--- src/rtl/elevator_pkg.sv ---
// Shared types and defaults for the elevator car controller.
// Optional emergency stop: define ELEVATOR_ESTOP_EN.
package elevator_pkg;

    localparam int DEF_NUM_FLOORS = 7;
    localparam int DEF_FLOOR_W    = 3;

    localparam logic UP   = 1'b1;
    localparam logic DOWN = 1'b0;

    typedef enum logic [1:0] {
        IDLE,
        MOVE,
        ARRIVE,
        DOOR_OPEN
    } car_state_e;

    // Counter width able to hold 0..n-1, never zero bits wide.
    function automatic int cnt_w(input int n);
        return (n > 1) ? $clog2(n) : 1;
    endfunction

endpackage

--- src/rtl/elevator_car_controller_if.sv ---
// Request-queue / direction-resolver bus seen by the car controller.
// Optional emergency stop (ELEVATOR_ESTOP_EN) is a plain port, not here.
interface elevator_car_controller_if
    import elevator_pkg::*;
#(
    parameter int NUM_FLOORS = DEF_NUM_FLOORS,
    parameter int FLOOR_W    = DEF_FLOOR_W
);

    logic [NUM_FLOORS-1:0] queue_status;
    logic                  queue_empty;
    logic                  next_up_ndown;
    logic [FLOOR_W-1:0]    current_floor;
    logic                  current_up_ndown;
    logic                  serve_valid;
    logic [FLOOR_W-1:0]    serve_floor;

    modport master (
        input  queue_status,
        input  queue_empty,
        input  next_up_ndown,
        output current_floor,
        output current_up_ndown,
        output serve_valid,
        output serve_floor
    );

    modport slave (
        output queue_status,
        output queue_empty,
        output next_up_ndown,
        input  current_floor,
        input  current_up_ndown,
        input  serve_valid,
        input  serve_floor
    );

endinterface

--- src/rtl/elevator_cycle_timer.sv ---
// Loadable down-counter shared by travel and door dwell timing.
// Saturates at zero; load wins over enable.
module elevator_cycle_timer
    import elevator_pkg::*;
#(
    parameter int MAX = 16,
    parameter int W   = cnt_w(MAX)
) (
    input  logic         clk,
    input  logic         reset,
    input  logic         load_i,
    input  logic [W-1:0] value_i,
    input  logic         enable_i,
    output logic         zero_o
);

    logic [W-1:0] cnt_q;

    // Count register: reload, or step down toward zero when enabled.
    always_ff @(posedge clk) begin
        if (reset) begin
            cnt_q <= '0;
        end else if (load_i) begin
            cnt_q <= value_i;
        end else if (enable_i && (cnt_q != '0)) begin
            cnt_q <= cnt_q - W'(1);
        end
    end

    assign zero_o = (cnt_q == '0);

endmodule

--- src/rtl/elevator_car_controller.sv ---
// Sequencing FSM for one elevator car: travel, arrival and door dwell.
// Define ELEVATOR_ESTOP_EN to add the estop input (freeze in place).
module elevator_car_controller
    import elevator_pkg::*;
#(
    parameter int NUM_FLOORS    = DEF_NUM_FLOORS,
    parameter int FLOOR_W       = DEF_FLOOR_W,
    parameter int TRAVEL_CYCLES = 8,
    parameter int DOOR_CYCLES   = 16
) (
    input  logic clk,
    input  logic reset,
`ifdef ELEVATOR_ESTOP_EN
    input  logic estop,
`endif
    input  logic door_hold,
    output logic moving,
    output logic door_open,
    elevator_car_controller_if.master bus
);

    localparam int TMAX = (TRAVEL_CYCLES > DOOR_CYCLES) ?
                          TRAVEL_CYCLES : DOOR_CYCLES;
    localparam int TW = cnt_w(TMAX);
    localparam logic [TW-1:0] TRAVEL_LD = TW'(TRAVEL_CYCLES - 1);
    localparam logic [TW-1:0] DOOR_LD   = TW'(DOOR_CYCLES - 1);
    localparam logic [FLOOR_W-1:0] TOP  = FLOOR_W'(NUM_FLOORS - 1);

    car_state_e         state_q, state_d;
    logic [FLOOR_W-1:0] floor_q, floor_d;
    logic               up_q, up_d;
    logic               moving_q, moving_d;
    logic               door_q, door_d;
    logic               sv_q, sv_d;
    logic [FLOOR_W-1:0] sf_q, sf_d;

    logic          t_load;
    logic [TW-1:0] t_val;
    logic          t_en;
    logic          t_zero;
    logic          stop;
    logic          here;

`ifdef ELEVATOR_ESTOP_EN
    assign stop = estop;
`else
    assign stop = 1'b0;
`endif

    assign here = bus.queue_status[floor_q];

    // Never point the car past either end of the shaft.
    function automatic logic clamp(input logic d,
                                   input logic [FLOOR_W-1:0] f);
        if ((d == UP) && (f == TOP)) return DOWN;
        if ((d == DOWN) && (f == '0)) return UP;
        return d;
    endfunction

    elevator_cycle_timer #(
        .MAX (TMAX),
        .W   (TW)
    ) u_timer (
        .clk      (clk),
        .reset    (reset),
        .load_i   (t_load),
        .value_i  (t_val),
        .enable_i (t_en),
        .zero_o   (t_zero)
    );

    // State and registered outputs.
    always_ff @(posedge clk) begin
        if (reset) begin
            state_q  <= IDLE;
            floor_q  <= '0;
            up_q     <= UP;
            moving_q <= 1'b0;
            door_q   <= 1'b0;
            sv_q     <= 1'b0;
            sf_q     <= '0;
        end else begin
            state_q  <= state_d;
            floor_q  <= floor_d;
            up_q     <= up_d;
            moving_q <= moving_d;
            door_q   <= door_d;
            sv_q     <= sv_d;
            sf_q     <= sf_d;
        end
    end

    // Next state, next outputs and timer control.
    always_comb begin
        state_d  = state_q;
        floor_d  = floor_q;
        up_d     = up_q;
        moving_d = 1'b0;
        door_d   = 1'b0;
        sv_d     = 1'b0;
        sf_d     = sf_q;
        t_load   = 1'b0;
        t_val    = TRAVEL_LD;
        t_en     = 1'b0;

        unique case (state_q)
            IDLE, ARRIVE: begin
                if (here) begin
                    state_d = DOOR_OPEN;
                    door_d  = 1'b1;
                    sv_d    = 1'b1;
                    sf_d    = floor_q;
                    t_load  = 1'b1;
                    t_val   = DOOR_LD;
                end else if (bus.queue_empty) begin
                    state_d = IDLE;
                end else if (!stop) begin
                    state_d  = MOVE;
                    up_d     = clamp(bus.next_up_ndown, floor_q);
                    moving_d = 1'b1;
                    t_load   = 1'b1;
                    t_val    = TRAVEL_LD;
                end
            end
            MOVE: begin
                if (!stop) begin
                    t_en = 1'b1;
                    if (t_zero) begin
                        state_d = ARRIVE;
                        floor_d = up_q ? floor_q + FLOOR_W'(1)
                                       : floor_q - FLOOR_W'(1);
                    end else begin
                        moving_d = 1'b1;
                    end
                end
            end
            DOOR_OPEN: begin
                door_d = 1'b1;
                // The bit is still set during the pulse cycle; ignore it.
                if (here && !sv_q) begin
                    sv_d = 1'b1;
                    sf_d = floor_q;
                end
                if (door_hold || (here && !sv_q)) begin
                    t_load = 1'b1;
                    t_val  = DOOR_LD;
                end else if (!stop) begin
                    if (t_zero) begin
                        state_d = IDLE;
                        door_d  = 1'b0;
                    end else begin
                        t_en = 1'b1;
                    end
                end
            end
            default: state_d = IDLE;
        endcase
    end

    assign moving               = moving_q;
    assign door_open            = door_q;
    assign bus.current_floor    = floor_q;
    assign bus.current_up_ndown = up_q;
    assign bus.serve_valid      = sv_q;
    assign bus.serve_floor      = sf_q;

endmodule
--- src/flat_wrapper.sv ---
// flat-port wrapper written by rule: the top's interface ports become plain ports
module elevator_car_controller_flat import elevator_pkg::*;
#(
    parameter int NUM_FLOORS    = DEF_NUM_FLOORS,
    parameter int FLOOR_W       = DEF_FLOOR_W,
    parameter int TRAVEL_CYCLES = 8,
    parameter int DOOR_CYCLES   = 16
)
  (clk, reset, door_hold, moving, door_open, bus_queue_status, bus_queue_empty, bus_next_up_ndown, bus_current_floor, bus_current_up_ndown, bus_serve_valid, bus_serve_floor);
  elevator_car_controller_if #(.NUM_FLOORS(NUM_FLOORS), .FLOOR_W(FLOOR_W)) bus_i ();
  input  logic clk;
  input  logic reset;
  input  logic door_hold;
  output logic moving;
  output logic door_open;
  input wire logic [$bits(bus_i.queue_status)-1:0] bus_queue_status;
  input wire logic [$bits(bus_i.queue_empty)-1:0] bus_queue_empty;
  input wire logic [$bits(bus_i.next_up_ndown)-1:0] bus_next_up_ndown;
  output wire logic [$bits(bus_i.current_floor)-1:0] bus_current_floor;
  output wire logic [$bits(bus_i.current_up_ndown)-1:0] bus_current_up_ndown;
  output wire logic [$bits(bus_i.serve_valid)-1:0] bus_serve_valid;
  output wire logic [$bits(bus_i.serve_floor)-1:0] bus_serve_floor;
  assign bus_i.queue_status = bus_queue_status;
  assign bus_i.queue_empty = bus_queue_empty;
  assign bus_i.next_up_ndown = bus_next_up_ndown;
  assign bus_current_floor = bus_i.current_floor;
  assign bus_current_up_ndown = bus_i.current_up_ndown;
  assign bus_serve_valid = bus_i.serve_valid;
  assign bus_serve_floor = bus_i.serve_floor;
  elevator_car_controller #(.NUM_FLOORS(NUM_FLOORS), .FLOOR_W(FLOOR_W), .TRAVEL_CYCLES(TRAVEL_CYCLES), .DOOR_CYCLES(DOOR_CYCLES)) u_core (.clk(clk), .reset(reset), .door_hold(door_hold), .moving(moving), .door_open(door_open), .bus(bus_i));
endmodule
--- config.mk ---
export PLATFORM = sky130hd
export DESIGN_NAME = elevator_car_controller_flat
export DESIGN_NICKNAME = d
export VERILOG_FILES = /design/src/rtl/elevator_pkg.sv /design/src/rtl/elevator_car_controller_if.sv /design/src/rtl/elevator_cycle_timer.sv /design/src/rtl/elevator_car_controller.sv /design/src/flat_wrapper.sv
export SDC_FILE = /design/constraint.sdc
export NUM_CORES = 1
export LEC_CHECK = 0
export ABC_AREA = 0
export BUFFER_PORTS_ARGS = -buffer_cell sky130_fd_sc_hd__buf_2
export CAP_MARGIN = 20
export CORE_MARGIN = 3
export CORE_UTILIZATION = 55
export DETAILED_ROUTE_END_ITERATION = 7
export PLACE_DENSITY = 0.81
export SLEW_MARGIN = 15
export SYNTH_ARGS = -nofsm -noshare
export SYNTH_HDL_FRONTEND = slang
export SYNTH_HIERARCHICAL = 1
export SYNTH_SLANG_ARGS = --single-unit
--- constraint.sdc ---
create_clock -name clk -period 4.14 [get_ports clk]
set_clock_uncertainty 0.1 [all_clocks]
set_input_delay 0.828 -clock clk [delete_from_list [all_inputs] [get_ports clk]]
set_output_delay 0.828 -clock clk [all_outputs]
set_load 0.03 [all_outputs]
==> metrics, run 1 <==
via count=just over 900; Startpoint Class=register; FF+latch count, synth=16; worst setup margin=about 1700 ps; vias in the first global route=773; LEAKAGE=around 0.50 nW; slowest stage delay, CP=between 300 and 400 ps; Setup CP Type=register to register; GRT Resource Usage Total=0.228; outcome=complete, no violations; Worst-Skew Late Latency=around 300 ps; endpoint class of the critical path=register; Post-synth ARST share=0; Cell Chain, Critical Path=inv_1 > ha_1 > or3b_4 > inv_1 > o21ai_0 > o311a_1 > nor4b_2 > mux2i_1 > a211oi_1; core region area=around 1600 um2; DRC=0; Syn Area/Cell=8.80 um2; CTS Root Cell=clkbuf_4; placement row count=14; highest clock rate=404 MHz; CP arrival=2560 ps; RePlAce Congestion=between 0.8 and 0.9; Setup violations, final=0; num ports=22; largest net degree at the start of global routing=22; Max clock buf depth=2; Final Hold Viols=0; Post-CTS Resized=0; Routed Antenna Nets=0; initial antenna violation count=0; input/output buffers=21; MaxCap Viol Count=0; post-route setup TNS=0 ps; Syn Inst Count=between 100 and 150; Nets=between 100 and 150; Die H=~48 um; Post-synth top flop=dfxtp_1; peak supply drop=~0.00038 V; Max Transition Viols Final=0; most common cell after layout, fill and taps aside=buf_2; CP required=4230 ps; routed len/inst=between 15 and 20 um; H-tree depth=1; Slowest-stage cell, CP=o311a_1; HP Class=register to register; Worst Path Max Fanout=7; CTS tree=done; Die X=approximately 48 um; Iteration-0 DRC Markers=31; CP dominant cell by count=inv_1; # clock sinks=16; top-area cell type share of the netlist area=0.331; drt via density=6.08; Setup WS pre-CTS=around 1600 ps; number of synthesized flops with an enable pin=0; drt total wl=between 2 and 2.5 mm; CTS Hold Buffers Added=0; die area=2300 um2; commonest non-fill, non-tap cells in the layout=buf_2 (21), dfxtp_1 (16), nor2_1 (12); Clock Pin Slew Worst Setup and Hold Paths=around 110 ps; global-route wire length before repair=around 3.6 mm; CTS Buf Count=3; FF-to-FF setup slack=~1700 ps; sequential cell area fraction in the yosys report=0.331; Ys Warns=6; unrepaired setup endpoints after global routing=false; Post-CTS Setup Bufs=0; area added between synthesis and finish=15.9%; crit share post-route=0.597; Yosys top cell by area=dfxtp_1; HPWL after DPL=between 1.5 and 2 mm; number of iterations in the first detailed-routing pass=4; Starting Density=0.614; layout cells sized above 1=0.231; Mapped Area=between 900 and 1000 um2; pwr dens=518 nW/um2; post-route minimum period=approximately 2500 ps; grt ovf=0; top post-synthesis cells by area=dfxtp_1 (33%), mux2i_1 (7.2%), nor2_1 (4.7%); Distinct cells, synth=44; ant diodes=0
## power breakdown
group / leakage [nW] / internal [mW] / switching (mW)
clock network: 0.0210 / 0.0537 / 0.0573
registers: 0.131 / 0.183 / 0.0411
logic: 0.348 / 0.0985 / 0.148
## worst max-delay path, delay by kind of cell, from the launching register on
kind / cells / cell delay (ps)
muxes: 1 / 210
and+or+nand+nor: 2 / 580
DFF: 1 / 380
adders and majority gates: 1 / 230
AOI/OAI and AO/OA: 3 / 650
buffers and inverters: 2 / 200
## path summary, 6_finish.rpt
| kind | from | end | cells after the start |
|---|---|---|---|
| worst max-delay path | u_core/u_timer/cnt_q[1]$_SDFFE_PP0P_ | u_core/u_timer/cnt_q[3]$_SDFFE_PP0P_ | 9 |
| worst min-delay path | u_core/bus.serve_floor[1]$_SDFFE_PP0P_ | u_core/bus.serve_floor[1]$_SDFFE_PP0P_ | 2 |
| worst max register to register | u_core/u_timer/cnt_q[1]$_SDFFE_PP0P_ | u_core/u_timer/cnt_q[3]$_SDFFE_PP0P_ | 9 |
| worst min register to register | u_core/bus.serve_floor[1]$_SDFFE_PP0P_ | u_core/bus.serve_floor[1]$_SDFFE_PP0P_ | 2 |
## cells in the mapped netlist, types with 2 or more instances
library cell,instances
xor2_1,2
clkbuf_1,2
and2_1,2
o31ai_1,2
nor2_1,12
a21oi_1,8
nand3b_1,2
dfxtp_1,16
nand3_1,2
o21ai_0,5
a21o_1,2
nand2b_1,2
inv_1,7
a311oi_1,2
nand4_1,2
o32ai_1,2
nand2_1,6
mux2i_1,7
nor2b_1,2
## per-stage QoR
stage,hold slack (ps),util,cells,power [mW],area [um2]
finish,370,0.712,150,0.581,1120
global route,398,0.712,150,0.611,1120
CTS,371,0.712,150,0.577,1120
detailed placement,357,0.689,146,0.467,1090
global placement,356,0.689,146,0.454,1090
floorplan,384,-,112,0.412,976
## cell families (layout without fill, tap and decap cells)
group | count (synthesis) | count (layout) | synth area share
AO/OA/AOI/OAI | 34 | 34 | 0.282
XOR/XNOR | 2 | 2 | 0.0181
adder cells (fa/ha/maj) | 2 | 2 | 0.0336
buffers and inverters | 10 | 32 | 0.0426
flip-flops | 16 | 16 | 0.331
multiplexers | 7 | 7 | 0.0724
other | 1 | 3 | 0.00387
AND/OR/NAND/NOR | 38 | 38 | 0.217
## layer usage
layer / share of wire / routed length (um) / track usage
met5: 0 / 0 / 0
met3: 0.066 / 154 / 0.0639
met1: 0.43 / 1000 / 0.281
met4: 0.020 / 46 / 0.113
met2: 0.49 / 1130 / 0.361
## sequential cells by signal, summed over array words and instances, names as in the netlist
name and cells:
u_core/bus.serve_floor 3, u_core/bus.current_floor 3, u_core/door_open 1, u_core/state_q 2, u_core/bus.current_up_ndown 1, u_core/moving 1
u_core/u_timer/cnt_q 4, u_core/bus.serve_valid 1
## layout make-up
cell class,count,area [um2]
flip-flops and latches,16,320
multi-input cells,86,614
well taps,16,20.0
repair buffers,21,105
fillers,128,454
inverters,7,26.3
clock buffers,4,36.3
Power figures use the tool's default switching activity.
==> run 2, diff against run 1 <==
--- a/config.mk
+++ b/config.mk
@@ -9,9 +9,9 @@
 export BUFFER_PORTS_ARGS = -buffer_cell sky130_fd_sc_hd__buf_2
 export CAP_MARGIN = 20
 export CORE_MARGIN = 3
-export CORE_UTILIZATION = 55
+export CORE_UTILIZATION = 52
 export DETAILED_ROUTE_END_ITERATION = 7
-export PLACE_DENSITY = 0.81
+export PLACE_DENSITY = 0.77
 export SLEW_MARGIN = 15
 export SYNTH_ARGS = -nofsm -noshare
 export SYNTH_HDL_FRONTEND = slang
==> constraint.sdc (replaced) <==
create_clock -name clk -period 2.5 [get_ports clk]
set_clock_uncertainty 0.1 [all_clocks]
set_input_delay 0.5 -clock clk [delete_from_list [all_inputs] [get_ports clk]]
set_output_delay 0.5 -clock clk [all_outputs]
set_load 0.03 [all_outputs]
==> run 2 against run 1 <==
Setup slack got worse by 1500 ps. Cell area grew 3.6%. Non-clock buffer count up 4. Critical path depth stayed put. Combinational power grew 77%. Clock power rose by 53%. Sequential share of layout area down 0.98 points. Critical path type unchanged. Highest routed layer unchanged.
==> metrics, run 2 (synthesis results as in run 1) <==
Die H=49.2 um (+2.5%); core region area=1630 um2 (+3.3%); CP dominant cell by count=inv_1; multi-input logic area=614 um2 (unchanged); post-route minimum period=2320 ps (-155 ps); Nets=153 (+2.7%); fill count=143 (+12%); CTS Buf Count=3 (unchanged); post-route setup TNS=0 ps (unchanged); Storage cell area=320 um2 (unchanged); highest clock rate=432 MHz (+6.7%); CTS Root Cell=clkbuf_4; Post-Route Utilization=0.714 (+0.00161); Setup CP Type=register to register; Setup WS pre-CTS=99.0 ps (-1450 ps); commonest non-fill, non-tap cells in the layout=buf_2 (21), dfxtp_1 (16), nor2_1 (12); Cell Chain, Critical Path=inv_1 > ha_1 > or3b_4 > inv_1 > o21ai_1 > o311a_1 > buf_4 > a21o_1 > a311oi_1; Routed Antenna Nets=0 (unchanged); slowest stage delay, CP=440 ps (+50 ps); die area=2420 um2 (+5.0%); Slowest-stage cell, CP=or3b_4; ant diodes=0 (unchanged); initial antenna violation count=0 (unchanged); LEAKAGE=0.521 nW (+4.0%); Worst Path Max Fanout=6 (-1); placement row count=14 (unchanged); Iteration-0 DRC Markers=19 (-39%); Worst-Skew Late Latency=290 ps (about the same); relative slew slack=0.654; num ports=22 (unchanged); routed len/inst=13.2 um (-15%); HPWL after DPL=1.55 mm (-6.0%); Pwr Total=0.973 mW (+67%); Max Transition Viols Final=0 (unchanged); MaxCap Viol Count=0 (unchanged); most common cell after layout, fill and taps aside=buf_2; Clock Pin Slew Worst Setup and Hold Paths=90 ps (-20 ps); number of iterations in the first detailed-routing pass=4 (unchanged); Slew @ Worst Pin=approximately 520 ps; pwr dens=837 nW/um2 (+62%); CP arrival=2410 ps (-150 ps); vias in the first global route=831 (+7.5%); H-tree depth=1 (unchanged); largest net degree at the start of global routing=22 (unchanged); HP Class=register to register; max reg flops=4 (unchanged); via count=906 (-0.66%); global-route wire length before repair=3.70 mm (+3.5%); endpoint class of the critical path=register; # clock sinks=16 (unchanged); area added between synthesis and finish=20.0%; Starting Density=0.594 (-0.0198); RePlAce Congestion=0.805 (-7.9%); input/output buffers=21 (unchanged); outcome=complete, no violations; most flop-heavy register=u_core/u_timer/cnt_q; CTS tree=done; Final Hold Viols=0 (unchanged); grt ovf=0 (unchanged); crit share post-route=0.927 (+0.330); layout cells sized above 1=0.254 (+0.0223); drt total wl=2.14 mm (-8.2%); Startpoint Class=register; GRT Resource Usage Total=0.192 (-0.0357); peak supply drop=0.000507 V (+34%); DRC=0 (unchanged); Setup violations, final=0 (unchanged); worst setup margin=183 ps (-1480 ps); drt via density=5.59 (-8.0%); CP required=2600 ps (-1630 ps); Die X=49.2 um (+2.5%); CTS Hold Buffers Added=0 (unchanged); Max clock buf depth=2 (unchanged)
## run 2: path summary, 6_finish.rpt
kind / to / from / slack [ps] / cells after the start
min: u_core/bus.serve_floor[1]$_SDFFE_PP0P_ / u_core/bus.serve_floor[1]$_SDFFE_PP0P_ / 380 / 2
max reg2reg: u_core/u_timer/cnt_q[0]$_SDFFE_PP0P_ / u_core/u_timer/cnt_q[1]$_SDFFE_PP0P_ / 180 / 9
max: u_core/u_timer/cnt_q[0]$_SDFFE_PP0P_ / u_core/u_timer/cnt_q[1]$_SDFFE_PP0P_ / 180 / 9
min reg2reg: u_core/bus.serve_floor[1]$_SDFFE_PP0P_ / u_core/bus.serve_floor[1]$_SDFFE_PP0P_ / 380 / 2
## run 2: final cells by class
class,instances,area share
well taps,24,0.0258
repair buffers,25,0.116
flip-flops and latches,16,0.276
inverters,7,0.0226
multi-input cells,86,0.529
clock buffers,4,0.0312
## run 2: worst max-delay path, delay by kind of cell (launching register included)
family / cells / cell delay (ps)
adders and majority gates: 1 / 220
buffers and inverters: 3 / 460
DFF: 1 / 330
and+or+nand+nor: 1 / 440
AOI/OAI and AO/OA: 4 / 680
## run 2: through the flow
step / cell area, um2 / hold slack, ps / instances
6_report: 1160 / 377 / 162
5_1_grt: 1160 / 394 / 162
4_1_cts: 1140 / 379 / 159
3_5_place_dp: 1100 / 365 / 155
3_3_place_gp: 1100 / 354 / 155
2_1_floorplan: 976 / 384 / 112
## run 2: timing repair
action                     in CTS  in global routing
gates resized for setup         0                  1
setup endpoints to repair       0                  1
buffers inserted                0                  3
## run 2: per-layer routing
metal | up-vias | global-route usage | wire (um)
met2 | 26 | 0.290 | 970
met3 | 4 | 0.0336 | 101
met5 | - | 0 | 0
li1 | 457 | - | -
met4 | 0 | 0.118 | 23
met1 | 419 | 0.252 | 1050
## run 2: power by group
group | total, mW | switching, mW | internal [mW]
Combinational | 0.436 | 0.246 | 0.190
Sequential | 0.366 | 0.0632 | 0.303
Clock | 0.170 | 0.0817 | 0.0887
